<file path="src/rtl/net_packet_injector_if.sv">
`default_nettype none
// +--------------------------------------------------------------------------+
// | net_packet_pkg / net_packet_injector_if                                  |
// | Network packet type and the host/network handshake bundle of the         |
// | injector.                                                                |
// | Revision: 1.0                                                            |
// +--------------------------------------------------------------------------+

package net_packet_pkg;
  // Codes 5..7 are unknown ops; they are carried like any other non-NULL op.
  typedef enum logic [2:0] {
    NET_OP_NULL  = 3'd0,
    NET_OP_INSTR = 3'd1,
    NET_OP_REG   = 3'd2,
    NET_OP_BAR   = 3'd3,
    NET_OP_PC    = 3'd4
  } net_op_e;

  typedef struct packed {
    net_op_e     net_op;
    logic [15:0] addr;
    logic [31:0] data;
  } net_packet_s;
endpackage

interface net_packet_injector_if;
  import net_packet_pkg::*;

  logic        in_v_i;
  net_packet_s in_packet_i;
  logic        in_ready_o;
  logic        out_ready_i;
  net_packet_s net_packet_o;

  modport master (
    output in_v_i, in_packet_i, out_ready_i,
    input  in_ready_o, net_packet_o
  );

  modport slave (
    input  in_v_i, in_packet_i, out_ready_i,
    output in_ready_o, net_packet_o
  );
endinterface

`default_nettype wire

</file>
<file path="src/rtl/net_packet_injector.sv">
`default_nettype none
// +--------------------------------------------------------------------------+
// | net_packet_injector                                                      |
// | Buffers host packets in a FIFO and issues them onto the network bus,     |
// | driving NULL on every cycle without an issue.                            |
// | Revision: 1.0                                                            |
// +--------------------------------------------------------------------------+

module net_packet_injector
  import net_packet_pkg::*;
#(
  parameter  int els_p         = 8,
  localparam int count_width_p = $clog2(els_p) + 1
) (
  input  logic                     clk,
  input  logic                     reset,
  net_packet_injector_if.slave     bus,
  output logic [count_width_p-1:0] count_o,
  output logic [31:0]              sent_count_o,
  output logic                     pc_sent_o,
  output logic                     idle_o
);

  localparam int addr_width_lp = $clog2(els_p);
  localparam int ptr_width_lp  = count_width_p;

  net_packet_s                 mem_q [els_p];
  logic [ptr_width_lp-1:0]     wr_ptr_q, wr_ptr_d;
  logic [ptr_width_lp-1:0]     rd_ptr_q, rd_ptr_d;
  net_packet_s                 net_packet_q, net_packet_d;
  logic [31:0]                 sent_count_q, sent_count_d;
  logic                        pc_sent_q, pc_sent_d;

  logic        empty;
  logic        full;
  logic        push;
  logic        pop;
  net_packet_s head;

  assign empty = (wr_ptr_q == rd_ptr_q);
  assign full  = (wr_ptr_q[ptr_width_lp-1] != rd_ptr_q[ptr_width_lp-1]) &&
                 (wr_ptr_q[addr_width_lp-1:0] == rd_ptr_q[addr_width_lp-1:0]);
  assign head  = mem_q[rd_ptr_q[addr_width_lp-1:0]];

  // NULL offers complete the handshake but are dropped instead of stored.
  assign push = bus.in_v_i && !full && (bus.in_packet_i.net_op != NET_OP_NULL);
  assign pop  = bus.out_ready_i && !empty;

  always_comb begin
    wr_ptr_d     = wr_ptr_q + (push ? ptr_width_lp'(1) : '0);
    rd_ptr_d     = rd_ptr_q + (pop ? ptr_width_lp'(1) : '0);
    net_packet_d = pop ? head : '0;
    sent_count_d = sent_count_q + (pop ? 32'd1 : 32'd0);
    pc_sent_d    = pc_sent_q || (pop && (head.net_op == NET_OP_PC));
  end

  always_ff @(posedge clk) begin
    if (reset) begin
      wr_ptr_q     <= '0;
      rd_ptr_q     <= '0;
      net_packet_q <= '0;
      sent_count_q <= '0;
      pc_sent_q    <= 1'b0;
    end else begin
      wr_ptr_q     <= wr_ptr_d;
      rd_ptr_q     <= rd_ptr_d;
      net_packet_q <= net_packet_d;
      sent_count_q <= sent_count_d;
      pc_sent_q    <= pc_sent_d;
    end
  end

  // Storage needs no reset: entries are only read between the pointers.
  always_ff @(posedge clk) begin
    if (push && !reset) begin
      mem_q[wr_ptr_q[addr_width_lp-1:0]] <= bus.in_packet_i;
    end
  end

  assign bus.in_ready_o   = !full;
  assign bus.net_packet_o = net_packet_q;
  assign count_o          = wr_ptr_q - rd_ptr_q;
  assign sent_count_o     = sent_count_q;
  assign pc_sent_o        = pc_sent_q;
  assign idle_o           = empty && (net_packet_q.net_op == NET_OP_NULL);

endmodule

`default_nettype wire

</file>
<file path="src/flat_wrapper.sv">
// flat-port wrapper written by rule: the top's interface ports become plain ports
module net_packet_injector_flat import net_packet_pkg::*;
#(
  parameter  int els_p         = 8,
  localparam int count_width_p = $clog2(els_p) + 1
)
  (clk, reset, count_o, sent_count_o, pc_sent_o, idle_o, bus_in_v_i, bus_in_packet_i, bus_out_ready_i, bus_in_ready_o, bus_net_packet_o);
  net_packet_injector_if bus_i ();
  input  logic clk;
  input  logic reset;
  output logic [count_width_p-1:0] count_o;
  output logic [31:0] sent_count_o;
  output logic pc_sent_o;
  output logic idle_o;
  input wire logic [$bits(bus_i.in_v_i)-1:0] bus_in_v_i;
  input wire logic [$bits(bus_i.in_packet_i)-1:0] bus_in_packet_i;
  input wire logic [$bits(bus_i.out_ready_i)-1:0] bus_out_ready_i;
  output wire logic [$bits(bus_i.in_ready_o)-1:0] bus_in_ready_o;
  output wire logic [$bits(bus_i.net_packet_o)-1:0] bus_net_packet_o;
  assign bus_i.in_v_i = bus_in_v_i;
  assign bus_i.in_packet_i = bus_in_packet_i;
  assign bus_i.out_ready_i = bus_out_ready_i;
  assign bus_in_ready_o = bus_i.in_ready_o;
  assign bus_net_packet_o = bus_i.net_packet_o;
  net_packet_injector #(.els_p(els_p)) u_core (.clk(clk), .reset(reset), .bus(bus_i), .count_o(count_o), .sent_count_o(sent_count_o), .pc_sent_o(pc_sent_o), .idle_o(idle_o));
endmodule
</file>
<file path="config.mk">
export PLATFORM = sky130hd
export DESIGN_NAME = net_packet_injector_flat
export DESIGN_NICKNAME = d
export VERILOG_FILES = /design/src/rtl/net_packet_injector_if.sv /design/src/rtl/net_packet_injector.sv /design/src/flat_wrapper.sv
export SDC_FILE = /design/constraint.sdc
export NUM_CORES = 1
export LEC_CHECK = 0
export ABC_AREA = 1
export CORE_ASPECT_RATIO = 0.7
export CORE_MARGIN = 2
export CORE_UTILIZATION = 33
export DETAILED_ROUTE_END_ITERATION = 12
export RECOVER_POWER = 50
export SYNTH_ARGS = -nofsm -noshare
export SYNTH_HDL_FRONTEND = slang
export SYNTH_SLANG_ARGS = --single-unit
</file>
<file path="constraint.sdc">
create_clock -name clk -period 5.8 [get_ports clk]
set_input_delay 1.16 -clock clk [delete_from_list [all_inputs] [get_ports clk]]
set_output_delay 1.16 -clock clk [all_outputs]
set_load 0.02 [all_outputs]
</file>
==> metrics.json, run 1 <==
{
  "outcome": {
    "run_status": "completed"
  },
  "synthesis": {
    "synth-seq-cells": 500,
    "synth_sequential_area_ratio_pct": 73.46,
    "ys_warn_count": 0,
    "syn_area_mm2": 0.01918,
    "syn-instance-count": 1574,
    "post_synth_num_cell_types": 34,
    "synthesis.area_per_instance_um2": 12.19,
    "synth_nets": 1640
  },
  "drt": {
    "wire_length_reported_by_the_detailed_router_um": 47130,
    "met3WireLength_um": 2824,
    "drt_first_pass_iters": 7,
    "top_layer_used": "met5",
    "initialDrtViolationCount": 1134,
    "route.detailed.drc": 0,
    "met2WireLength_um": 20580,
    "m1_wire_length_um": 22930,
    "detail-route-antenna-nets": 0,
    "vias_per_cell": 4.977,
    "via_count": 12430,
    "routedWlPerCell_um": 18.87
  },
  "clock_tree": {
    "cts_tree": "yes",
    "worst_skew_pair.late_latency_ps": 580,
    "postCtsResizedCells": 0,
    "cts_sinks": 500,
    "numCtsBuffers": 47,
    "clock-root-buffer": "clkbuf_16",
    "cts-hold-fix-buffers": 0,
    "cts_h_tree_lvls": 2,
    "clkSlewWorstSetupHoldPaths_ps": 60,
    "cts-root-to-sink-buffers": 3,
    "post_cts_buffers": 0
  },
  "critical_path": {
    "critPathKind": "reg2out",
    "crit_path_start_kind": "register",
    "data_required_time_at_the_worst_endpoint_ps": 4640,
    "worst_ep_arrival_time_ps": 3390,
    "endpoint_kind_of_the_worst_setup_timing_path": "output pin",
    "worst_r2r_startpoint": "u_core.rd_ptr_q[2]",
    "reg2reg_slack_ps": 2110,
    "reg2regPathDepth": 17,
    "regToRegEndpoint": "u_core.sent_count_o[30]",
    "timing.critical_path.fanout_max": 53
  },
  "floorplan": {
    "rows": 73,
    "fp.dieW_um": 292.2,
    "coreArea_mm2": 0.05709,
    "initial_utilization_pct": 33.61,
    "die_height_um": 205.7,
    "fp.dieArea_mm2": 0.06011,
    "top_level_ports": 145
  },
  "sta": {
    "fin_skew_ps": 21.25,
    "finalHoldViolations": 0,
    "drv_slew": 0,
    "unrepaired_setup_endpoints_after_global_routing": "false",
    "max-slew-margin-rel_pct": 28.57,
    "fin_setup_tns_ps": 0,
    "tightest_pin_transition_ps": 1071,
    "post-route-min-period_ps": 4552,
    "finalSetupViolCount": 0,
    "whs_ps": 457.5,
    "final_worst_path_cycle_share_pct": 78.49,
    "clock.fmax_mhz": 219.7
  },
  "global_routing": {
    "grt_antenna_before_repair": 7,
    "grt_start_max_net_pins": 142,
    "global_route.overflow_total": 0,
    "globalRouteTotalUtil_pct": 15.42,
    "via_count_of_the_first_global_routing_pass": 11960,
    "grt_pass1_wl_um": 71550
  },
  "cells_and_area": {
    "most_frequent_standard_cell_in_the_layout_excluding_fill_and_tap_cells": "edfxtp_1",
    "flow.area_growth_from_synthesis_pct": 19.02,
    "most-common-layout-cells": "edfxtp_1, nor2_1, o21ai_0, dlygate4sd3_1, nand2_1",
    "final_nets": 1772,
    "seqCellArea_mm2": 0.01410,
    "multiInputGateArea_mm2": 0.004373,
    "drive_above_1_share_pct": 6.533,
    "n_fill_cell": 5309
  },
  "place": {
    "gpl.final_weighted_congestion": 0.8689,
    "dp_hpwl_um": 27190,
    "portBuffers": 144
  },
  "run": {
    "timing.max_cap.violations": 0
  },
  "worst_hold_path": {
    "hold_end": "u_core.pc_sent_o",
    "hold_path_class": "reg2reg",
    "hold_start": "u_core.pc_sent_o",
    "hold-path-cell-count": 2
  },
  "power_and_ir_drop": {
    "power_density_mw_per_mm2": 358.4,
    "peakVddDrop_mv": 0.2393,
    "report.power.total_w": 0.008184,
    "power.static_leakage_nw": 7.824
  }
}
[power breakdown]
part	total (W)	leakage, nW	internal [W]	switching [W]
clock network	0.00303	0.740	0.00169	0.00134
registers	0.00405	4.43	0.00396	0.0000834
logic	0.00110	2.65	0.000357	0.000745
total	0.00818	7.82	0.00602	0.00217
[critical path, cell delays in order (launching register included)]
cell and delay, ps:
dfxtp_4 870, inv_1 140, ha_1 370, inv_1 70, o31ai_1 310, xor2_1 370, clkdlybuf4s50_1 680
[layer usage]
| layer | track usage, % | up-vias |
|---|---|---|
| met4 | 3.185 | 8 |
| met3 | 3.392 | 68 |
| met2 | 23.66 | 315 |
| met5 | 0 | - |
| li1 | - | 5873 |
| met1 | 22.44 | 6164 |
[through the flow]
stage               setup slack (ps)  instance area, um2  cells  util, %
detailed placement              1906               21320   2407    37.35
CTS                             1323               22840   2495    40.01
finish                          1248               22830   2497    40.00
global placement                1917               21320   2407    37.35
global route                   993.2               22830   2496    39.99
floorplan                      4.295               19180   1574        -
[cell families (layout without fill, tap and decap cells)]
kind of cell,after synthesis,in the layout,share of synthesized area (%)
AOI/OAI and AO/OA,378,378,10.53
other,0,2,0
and+or+nand+nor,520,520,10.83
buffers and inverters,155,326,3.926
xor gates and xnor gates,10,10,0.4957
adders and majority gates,11,11,0.7565
DFF,500,500,73.46
[worst max path at each step]
stage | from | slack [ps] | endpoint
detailed placement | reset | 1910 | u_core.mem_q[7][0]
global placement | u_core.rd_ptr_q[2] | 1920 | count_o[3]
global route | u_core.rd_ptr_q[2] | 990 | idle_o
finish | u_core.rd_ptr_q[2] | 1250 | count_o[3]
floorplan | u_core.rd_ptr_q[1] | 4 | u_core.mem_q[2][0]
CTS | u_core.rd_ptr_q[2] | 1320 | count_o[3]
[cells in the mapped netlist (all sizes together)]
cell      n  area share, %
edfxtp  408             64
nor2    339            6.7
o21ai   252            6.6
nand2   119            2.4
o22ai    95            3.1
dfxtp    92            9.6
inv      69            1.4
buf      50            1.9
clkbuf   36           0.70
a21oi    29           0.78
nand3    26           0.68
nor3     22           0.60
ha       10           0.65
nand3b    6           0.23
xnor2     5           0.27
xor2      5           0.23
nand4     3          0.098
and3      2          0.065
nor4      2          0.065
fa        1           0.10
nand2b    1          0.033
o221ai    1          0.046
o31ai     1          0.039
[state kept, by name, indices dropped and copies added (netlist names)]
signal	count
u_core.sent_count_o	32
u_core.rd_ptr_q	4
u_core.wr_ptr_q	4
u_core.pc_sent_o	1
u_core.bus.net_packet_o	51
u_core.mem_q	408
[final cells by class]
cell class | instances | share of cell area (%)
Antenna cell | 2 | 0.02192
Sequential cell | 500 | 61.77
Inverter | 69 | 1.162
Tap cell | 750 | 4.110
Multi-Input combinational cell | 919 | 19.15
Clock buffer | 61 | 5.562
Timing Repair Buffer | 169 | 7.135
Clock inverter | 27 | 1.085
No activity file was read; power rests on OpenSTA's default activity.
==> run 2, diff against run 1 <==
==> constraint.sdc (replaced) <==
create_clock -name clk -period 4.31 [get_ports clk]
set_input_delay 0.862 -clock clk [delete_from_list [all_inputs] [get_ports clk]]
set_output_delay 0.862 -clock clk [all_outputs]
set_load 0.02 [all_outputs]
==> run 2 against run 1 <==
  * Non-clock buffer count shrank 1
  * Sequential power rose by 33%
  * Clock skew rose by 6.2 ps
  * Register-to-register slack worse by 1100 ps
  * Wire length down 0.46%
  * Cell count grew 0.12%
  * Via count is 1.1% lower
==> metrics.json, run 2 (synthesis results as in run 1) <==
{
  "cells_and_area": {
    "finish.instance_area_mm2": 0.02294,
    "drive_above_1_share_pct": 6.701,
    "n_fill_cell": 5303,
    "most_frequent_standard_cell_in_the_layout_excluding_fill_and_tap_cells": "edfxtp_1",
    "final_nets": 1773,
    "most-common-layout-cells": "edfxtp_1, nor2_1, o21ai_0, dlygate4sd3_1, nand2_1",
    "seqCellArea_mm2": 0.01410,
    "multiInputGateArea_mm2": 0.004378,
    "largest_reg_flops": 408,
    "flow.area_growth_from_synthesis_pct": 19.57
  },
  "clock_tree": {
    "postCtsResizedCells": 0,
    "cts_sinks": 500,
    "cts_h_tree_lvls": 2,
    "cts-root-to-sink-buffers": 3,
    "cts_tree": "yes",
    "clock-root-buffer": "clkbuf_16",
    "post_cts_buffers": 0,
    "cts-hold-fix-buffers": 0,
    "clkSlewWorstSetupHoldPaths_ps": 60,
    "worst_skew_pair.late_latency_ps": 590,
    "numCtsBuffers": 49
  },
  "drt": {
    "via_count": 12300,
    "wire_length_reported_by_the_detailed_router_um": 46910,
    "vias_per_cell": 4.918,
    "initialDrtViolationCount": 1134,
    "drt_first_pass_iters": 5,
    "detail-route-antenna-nets": 0,
    "route.detailed.drc": 0,
    "routedWlPerCell_um": 18.76
  },
  "sta": {
    "final_worst_path_cycle_share_pct": 90.60,
    "clock.fmax_mhz": 256.1,
    "tightest_pin_transition_ps": 1263,
    "unrepaired_setup_endpoints_after_global_routing": "false",
    "finalHoldViolations": 0,
    "max-slew-margin-rel_pct": 15.79,
    "fin_skew_ps": 27.46,
    "finalSetupViolCount": 0,
    "post-route-min-period_ps": 3905,
    "drv_slew": 0
  },
  "power_and_ir_drop": {
    "seq_power_share_pct": 48.3,
    "power_density_mw_per_mm2": 486.1,
    "peakVddDrop_mv": 0.2944,
    "netSwitchingPower_w": 0.002925,
    "power.static_leakage_nw": 7.864,
    "combPwrFrac_pct": 13.9,
    "report.power.total_w": 0.01115,
    "p_clk_share_pct": 37.8,
    "netSwitchingFraction_pct": 26.23,
    "internal_power_w": 0.008225
  },
  "critical_path": {
    "crit_path_start_kind": "register",
    "highest_cell_delay_on_the_worst_timing_path_ps": 680,
    "worst_ep_arrival_time_ps": 3040,
    "critical_path.slowest_cell": "dfxtp_4",
    "critPathKind": "reg2out",
    "timing.critical_path.fanout_max": 47,
    "critical_path.cell_chain": "clkinv_2, ha_1, inv_1, nor3_2, nand2_1, nor4_1, clkdlybuf4s50_1",
    "endpoint_kind_of_the_worst_setup_timing_path": "output pin",
    "data_required_time_at_the_worst_endpoint_ps": 3450
  },
  "floorplan": {
    "top_level_ports": 145,
    "fp.dieArea_mm2": 0.06011,
    "die_height_um": 205.7,
    "fp.dieW_um": 292.2,
    "initial_utilization_pct": 33.61,
    "rows": 73,
    "coreArea_mm2": 0.05709
  },
  "outcome": {
    "run_status": "completed"
  },
  "global_routing": {
    "met1_usage_pct": 22.44,
    "grt_pass1_wl_um": 71240,
    "globalRouteTotalUtil_pct": 15.31,
    "groute.layer.met2.usage_pct": 23.41,
    "global_route.usage.met3_pct": 2.949,
    "via_count_of_the_first_global_routing_pass": 11820,
    "grt_start_max_net_pins": 207,
    "grt_antenna_before_repair": 6,
    "global_route.peak_usage_layer": "met2",
    "global_route.overflow_total": 0
  },
  "place": {
    "portBuffers": 144,
    "gpl.final_weighted_congestion": 0.8798,
    "dp_hpwl_um": 26930,
    "postPlaceCellArea_mm2": 0.02136
  },
  "run": {
    "timing.max_cap.violations": 0
  },
  "worst_hold_path": {
    "hold_path_class": "reg2reg"
  }
}
-- run 2: cell types whose count changed in the layout (fill, tap and decap cells not counted), sizes merged --
cell | before | now
clkinv | 22 | 24
diode | 2 | 4
buf | 25 | 24
bufinv | 3 | 4
clkbuf | 61 | 60
clkdlybuf4s50 | 9 | 10
clkinvlp | 2 | 1
dlygate4sd3 | 135 | 134
inv | 69 | 70
-- run 2: per-layer routing --
layer,vias to the layer above,part of all wire (%)
met5,-,0.021
met1,5983,48
met3,61,6.9
li1,5877,-
met4,2,1.5
met2,373,44
-- run 2: final timing paths --
| check | from | endpoint | slack, ps | depth (start not counted) |
|---|---|---|---|---|
| worst min-delay path | u_core.pc_sent_o | u_core.pc_sent_o | 470 | 2 |
| worst max-delay path | u_core.rd_ptr_q[1] | idle_o | 410 | 7 |
| worst min register to register | u_core.pc_sent_o | u_core.pc_sent_o | 470 | 2 |
| worst max register to register | u_core.rd_ptr_q[1] | u_core.sent_count_o[30] | 970 | 18 |
-- run 2: critical path: cells and delay by family (launching register included) --
kind | cells | cell delay (ps)
AND/OR/NAND/NOR | 3 | 630
adder cells (fa/ha/maj) | 1 | 300
buffers and inverters | 3 | 830
flip-flops | 1 | 680
-- run 2: cell type report --
type | instances | area share (%)
diodes | 4 | 0.04363
clock buffers | 60 | 5.662
clock inverters | 30 | 1.189
inverters | 69 | 1.156
multi-input cells | 919 | 19.08
flip-flops and latches | 500 | 61.49
well taps | 750 | 4.091
repair buffers | 168 | 7.287
-- run 2: through the flow --
step / utilization (%) / setup slack (ps) / hold slack [ps] / std cells / TNS (ps)
after floorplan: - / -1486 / 473.8 / 1574 / -606150
after global routing: 40.17 / 277.4 / 497.5 / 2497 / 0
after CTS: 40.18 / 431.5 / 477.9 / 2496 / 0
final: 40.18 / 405.2 / 465.7 / 2500 / 0
after detailed placement: 37.42 / 953.9 / 469.6 / 2406 / 0
after global placement: 37.42 / 1036 / 464.0 / 2406 / 0
-- run 2: power by group through the flow --
stage / logic [W] / clock network, W / registers, W
after CTS: 0.00160 / 0.00432 / 0.00539
after detailed placement: 0.00159 / 0 / 0.00549
final: 0.00155 / 0.00421 / 0.00539
after global routing: 0.00172 / 0.00452 / 0.00540
after floorplan: 0.00103 / 0 / 0.00555
after global placement: 0.00157 / 0 / 0.00549
==> run 3, diff against run 2 <==
--- a/config.mk
+++ b/config.mk
@@ -6,10 +6,14 @@
 export NUM_CORES = 1
 export LEC_CHECK = 0
 export ABC_AREA = 1
+export CELL_PAD_IN_SITES_DETAIL_PLACEMENT = 1
+export CELL_PAD_IN_SITES_GLOBAL_PLACEMENT = 2
 export CORE_ASPECT_RATIO = 0.7
 export CORE_MARGIN = 2
 export CORE_UTILIZATION = 33
 export DETAILED_ROUTE_END_ITERATION = 12
+export GPL_TIMING_DRIVEN = 0
+export PLACE_DENSITY_LB_ADDON = 0.1
 export RECOVER_POWER = 50
 export SYNTH_ARGS = -nofsm -noshare
 export SYNTH_HDL_FRONTEND = slang
==> run 3 against run 2 <==
  * Clock power increased by 16%
  * Register-to-register slack got worse by 650 ps
  * Sequential power about the same
  * Clock skew decreased by 13 ps
  * Core utilization increased by 1.8 points
  * Largest power group unchanged
  * Sequential cell count unchanged
  * First-iteration DRC count decreased by 36%
==> metrics.json, run 3 (synthesis results as in run 1) <==
{
  "outcome": {
    "run_status": "completed"
  },
  "run": {
    "timing.max_cap.violations": 0
  },
  "global_routing": {
    "via_count_of_the_first_global_routing_pass": 13520,
    "grt_pass1_wl_um": 87360,
    "globalRouteTotalUtil_pct": 19.48,
    "grt_start_max_net_pins": 15,
    "global_route.overflow_total": 0,
    "grt_antenna_before_repair": 6
  },
  "power_and_ir_drop": {
    "power.static_leakage_nw": 8.427,
    "seq_power_share_pct": 44.3,
    "power_density_mw_per_mm2": 506.4,
    "combPwrFrac_pct": 15.5,
    "internal_power_w": 0.008861,
    "netSwitchingPower_w": 0.003289,
    "p_clk_share_pct": 40.2,
    "netSwitchingFraction_pct": 27.07,
    "peakVddDrop_mv": 0.3139
  },
  "drt": {
    "detail-route-antenna-nets": 0,
    "via_count": 13050,
    "route.detailed.drc": 0,
    "top_layer_used": "met4",
    "met3WireLength_um": 2080,
    "wire_length_reported_by_the_detailed_router_um": 58070,
    "m1_wire_length_um": 28690,
    "routedWlPerCell_um": 22.21,
    "met2WireLength_um": 26340,
    "vias_per_cell": 4.990,
    "initialDrtViolationCount": 731,
    "drt_first_pass_iters": 5
  },
  "cells_and_area": {
    "finish.instance_area_mm2": 0.02399,
    "largest_reg_flops": 408,
    "most-common-layout-cells": "edfxtp_1, nor2_1, o21ai_0, dlygate4sd3_1, nand2_1",
    "flow.area_growth_from_synthesis_pct": 25.06,
    "final_nets": 1887,
    "final_core_utilization_pct": 42.03,
    "most_frequent_standard_cell_in_the_layout_excluding_fill_and_tap_cells": "edfxtp_1",
    "drive_above_1_share_pct": 10.52,
    "n_fill_cell": 6006,
    "finish.cell_count_without_fillers": 2615
  },
  "sta": {
    "max-slew-margin-rel_pct": 29.21,
    "post-route-min-period_ps": 4038,
    "whs_ps": 474.6,
    "drv_slew": 0,
    "fin_skew_ps": 14.02,
    "clock.fmax_mhz": 247.7,
    "finalHoldViolations": 0,
    "tightest_pin_transition_ps": 1056,
    "final_worst_path_cycle_share_pct": 93.68,
    "finalSetupViolCount": 0,
    "unrepaired_setup_endpoints_after_global_routing": "false"
  },
  "critical_path": {
    "critical_path.n_buffers_inverters": 5,
    "cpLargestDelayFamily": "buffers and inverters",
    "critical_path.cell_chain": "inv_1, buf_2, buf_2, ha_1, inv_1, o31ai_1, xor2_1, clkdlybuf4s50_1",
    "reg2regPathDepth": 14,
    "endpoint_kind_of_the_worst_setup_timing_path": "output pin",
    "crit_path_start_kind": "register",
    "worst_r2r_startpoint": "u_core.rd_ptr_q[1]",
    "highest_cell_delay_on_the_worst_timing_path_ps": 620,
    "reg2reg_slack_ps": 320,
    "worst_ep_arrival_time_ps": 3180,
    "regToRegEndpoint": "u_core.mem_q[3][9]",
    "critPathKind": "reg2out",
    "critical_path.slowest_cell": "clkdlybuf4s50_1",
    "number_of_logic_stages_on_the_critical_path_including_buffering": 8,
    "timing.critical_path.fanout_max": 10,
    "data_required_time_at_the_worst_endpoint_ps": 3450
  },
  "clock_tree": {
    "worst_skew_pair.late_latency_ps": 620,
    "cts-hold-fix-buffers": 0,
    "clock-root-buffer": "clkbuf_16",
    "cts_tree": "yes",
    "numCtsBuffers": 52,
    "cts-root-to-sink-buffers": 3,
    "clkSlewWorstSetupHoldPaths_ps": 60,
    "cts_sinks": 500,
    "cts_h_tree_lvls": 2,
    "post_cts_buffers": 0
  },
  "place": {
    "dpl.cell_count": 2517,
    "postPlaceCellArea_mm2": 0.02215,
    "gpl.final_weighted_congestion": 0.7602,
    "portBuffers": 143,
    "dp_hpwl_um": 39910
  },
  "worst_hold_path": {
    "hold_path_class": "reg2reg",
    "hold-path-cell-count": 2,
    "hold_start": "u_core.pc_sent_o",
    "hold_end": "u_core.pc_sent_o"
  },
  "floorplan": {
    "fp.dieW_um": 292.2,
    "die_height_um": 205.7,
    "coreArea_mm2": 0.05709,
    "top_level_ports": 145,
    "rows": 73,
    "initial_utilization_pct": 33.61,
    "fp.dieArea_mm2": 0.06011
  }
}
==> run 3: changes by cell type in the layout (fill, tap and decap cells not counted), sizes merged, moves of 3 or more <==
cell and change:
buf +76, bufinv +7, diode -3, clkbuf +39, clkdlybuf4s50 -3, clkinv -3
==> run 3: routing by layer <==
metal / vias up / GRT usage [%]
met5: - / 0
met4: 0 / 4.455
met3: 74 / 2.690
met2: 255 / 30.88
met1: 6601 / 28.38
li1: 6119 / -
==> run 3: how the worst max path moves through the flow <==
stage | from | end | slack (ps)
2_1_floorplan | u_core.rd_ptr_q[1] | u_core.mem_q[2][0] | -1490
3_3_place_gp | u_core.rd_ptr_q[1] | u_core.mem_q[3][3] | -6290
3_5_place_dp | u_core.rd_ptr_q[1] | u_core.mem_q[2][9] | 60
4_1_cts | u_core.rd_ptr_q[1] | idle_o | 30
5_1_grt | u_core.rd_ptr_q[1] | u_core.sent_count_o[30] | 50
6_report | u_core.rd_ptr_q[1] | count_o[3] | 270
==> run 3: cell type report <==
class / instances / area [um2] / share of cell area [%]
clock buffers: 63 / 1363 / 5.679
multi-input cells: 919 / 4374 / 18.23
diodes: 1 / 2.502 / 0.01043
repair buffers: 193 / 1993 / 8.308
flip-flops and latches: 500 / 14090 / 58.75
clock inverters: 34 / 470.5 / 1.961
inverters: 69 / 261.5 / 1.090
well taps: 750 / 938.4 / 3.911
plain buffers: 86 / 494.2 / 2.060
==> run 3: repair_timing <==
| action | in CTS | in global routing |
|---|---|---|
| setup endpoints to repair | 2 | 8 |
| endpoints found under the hold margin | 0 | 0 |
| gates resized for setup | 2 | 2 |
==> run 3: worst register-to-register path: cells and delay by family (launching register included) <==
kind	cells	cell delay, ps
fa+ha+maj	1	280
buf+inv	7	1550
flops	1	410
simple gates	6	1430
==> run 3: through the flow <==
stage	worst slack, ps	total power, W	setup TNS [ps]
2_1_floorplan	-1486	0.006580	-606150
3_3_place_gp	-6289	0.007402	-2389620
3_5_place_dp	63.42	0.007433	0
4_1_cts	32.75	0.01237	0
5_1_grt	54.30	0.01266	0
6_report	272.2	0.01215	0
==> run 3: power by group through the flow <==
stage | Clock [W] | Sequential (W) | Combinational [W]
2_1_floorplan | 0 | 0.00555 | 0.00103
3_3_place_gp | 0 | 0.00550 | 0.00190
3_5_place_dp | 0 | 0.00549 | 0.00194
4_1_cts | 0.00502 | 0.00539 | 0.00195
5_1_grt | 0.00519 | 0.00539 | 0.00208
6_report | 0.00488 | 0.00539 | 0.00188
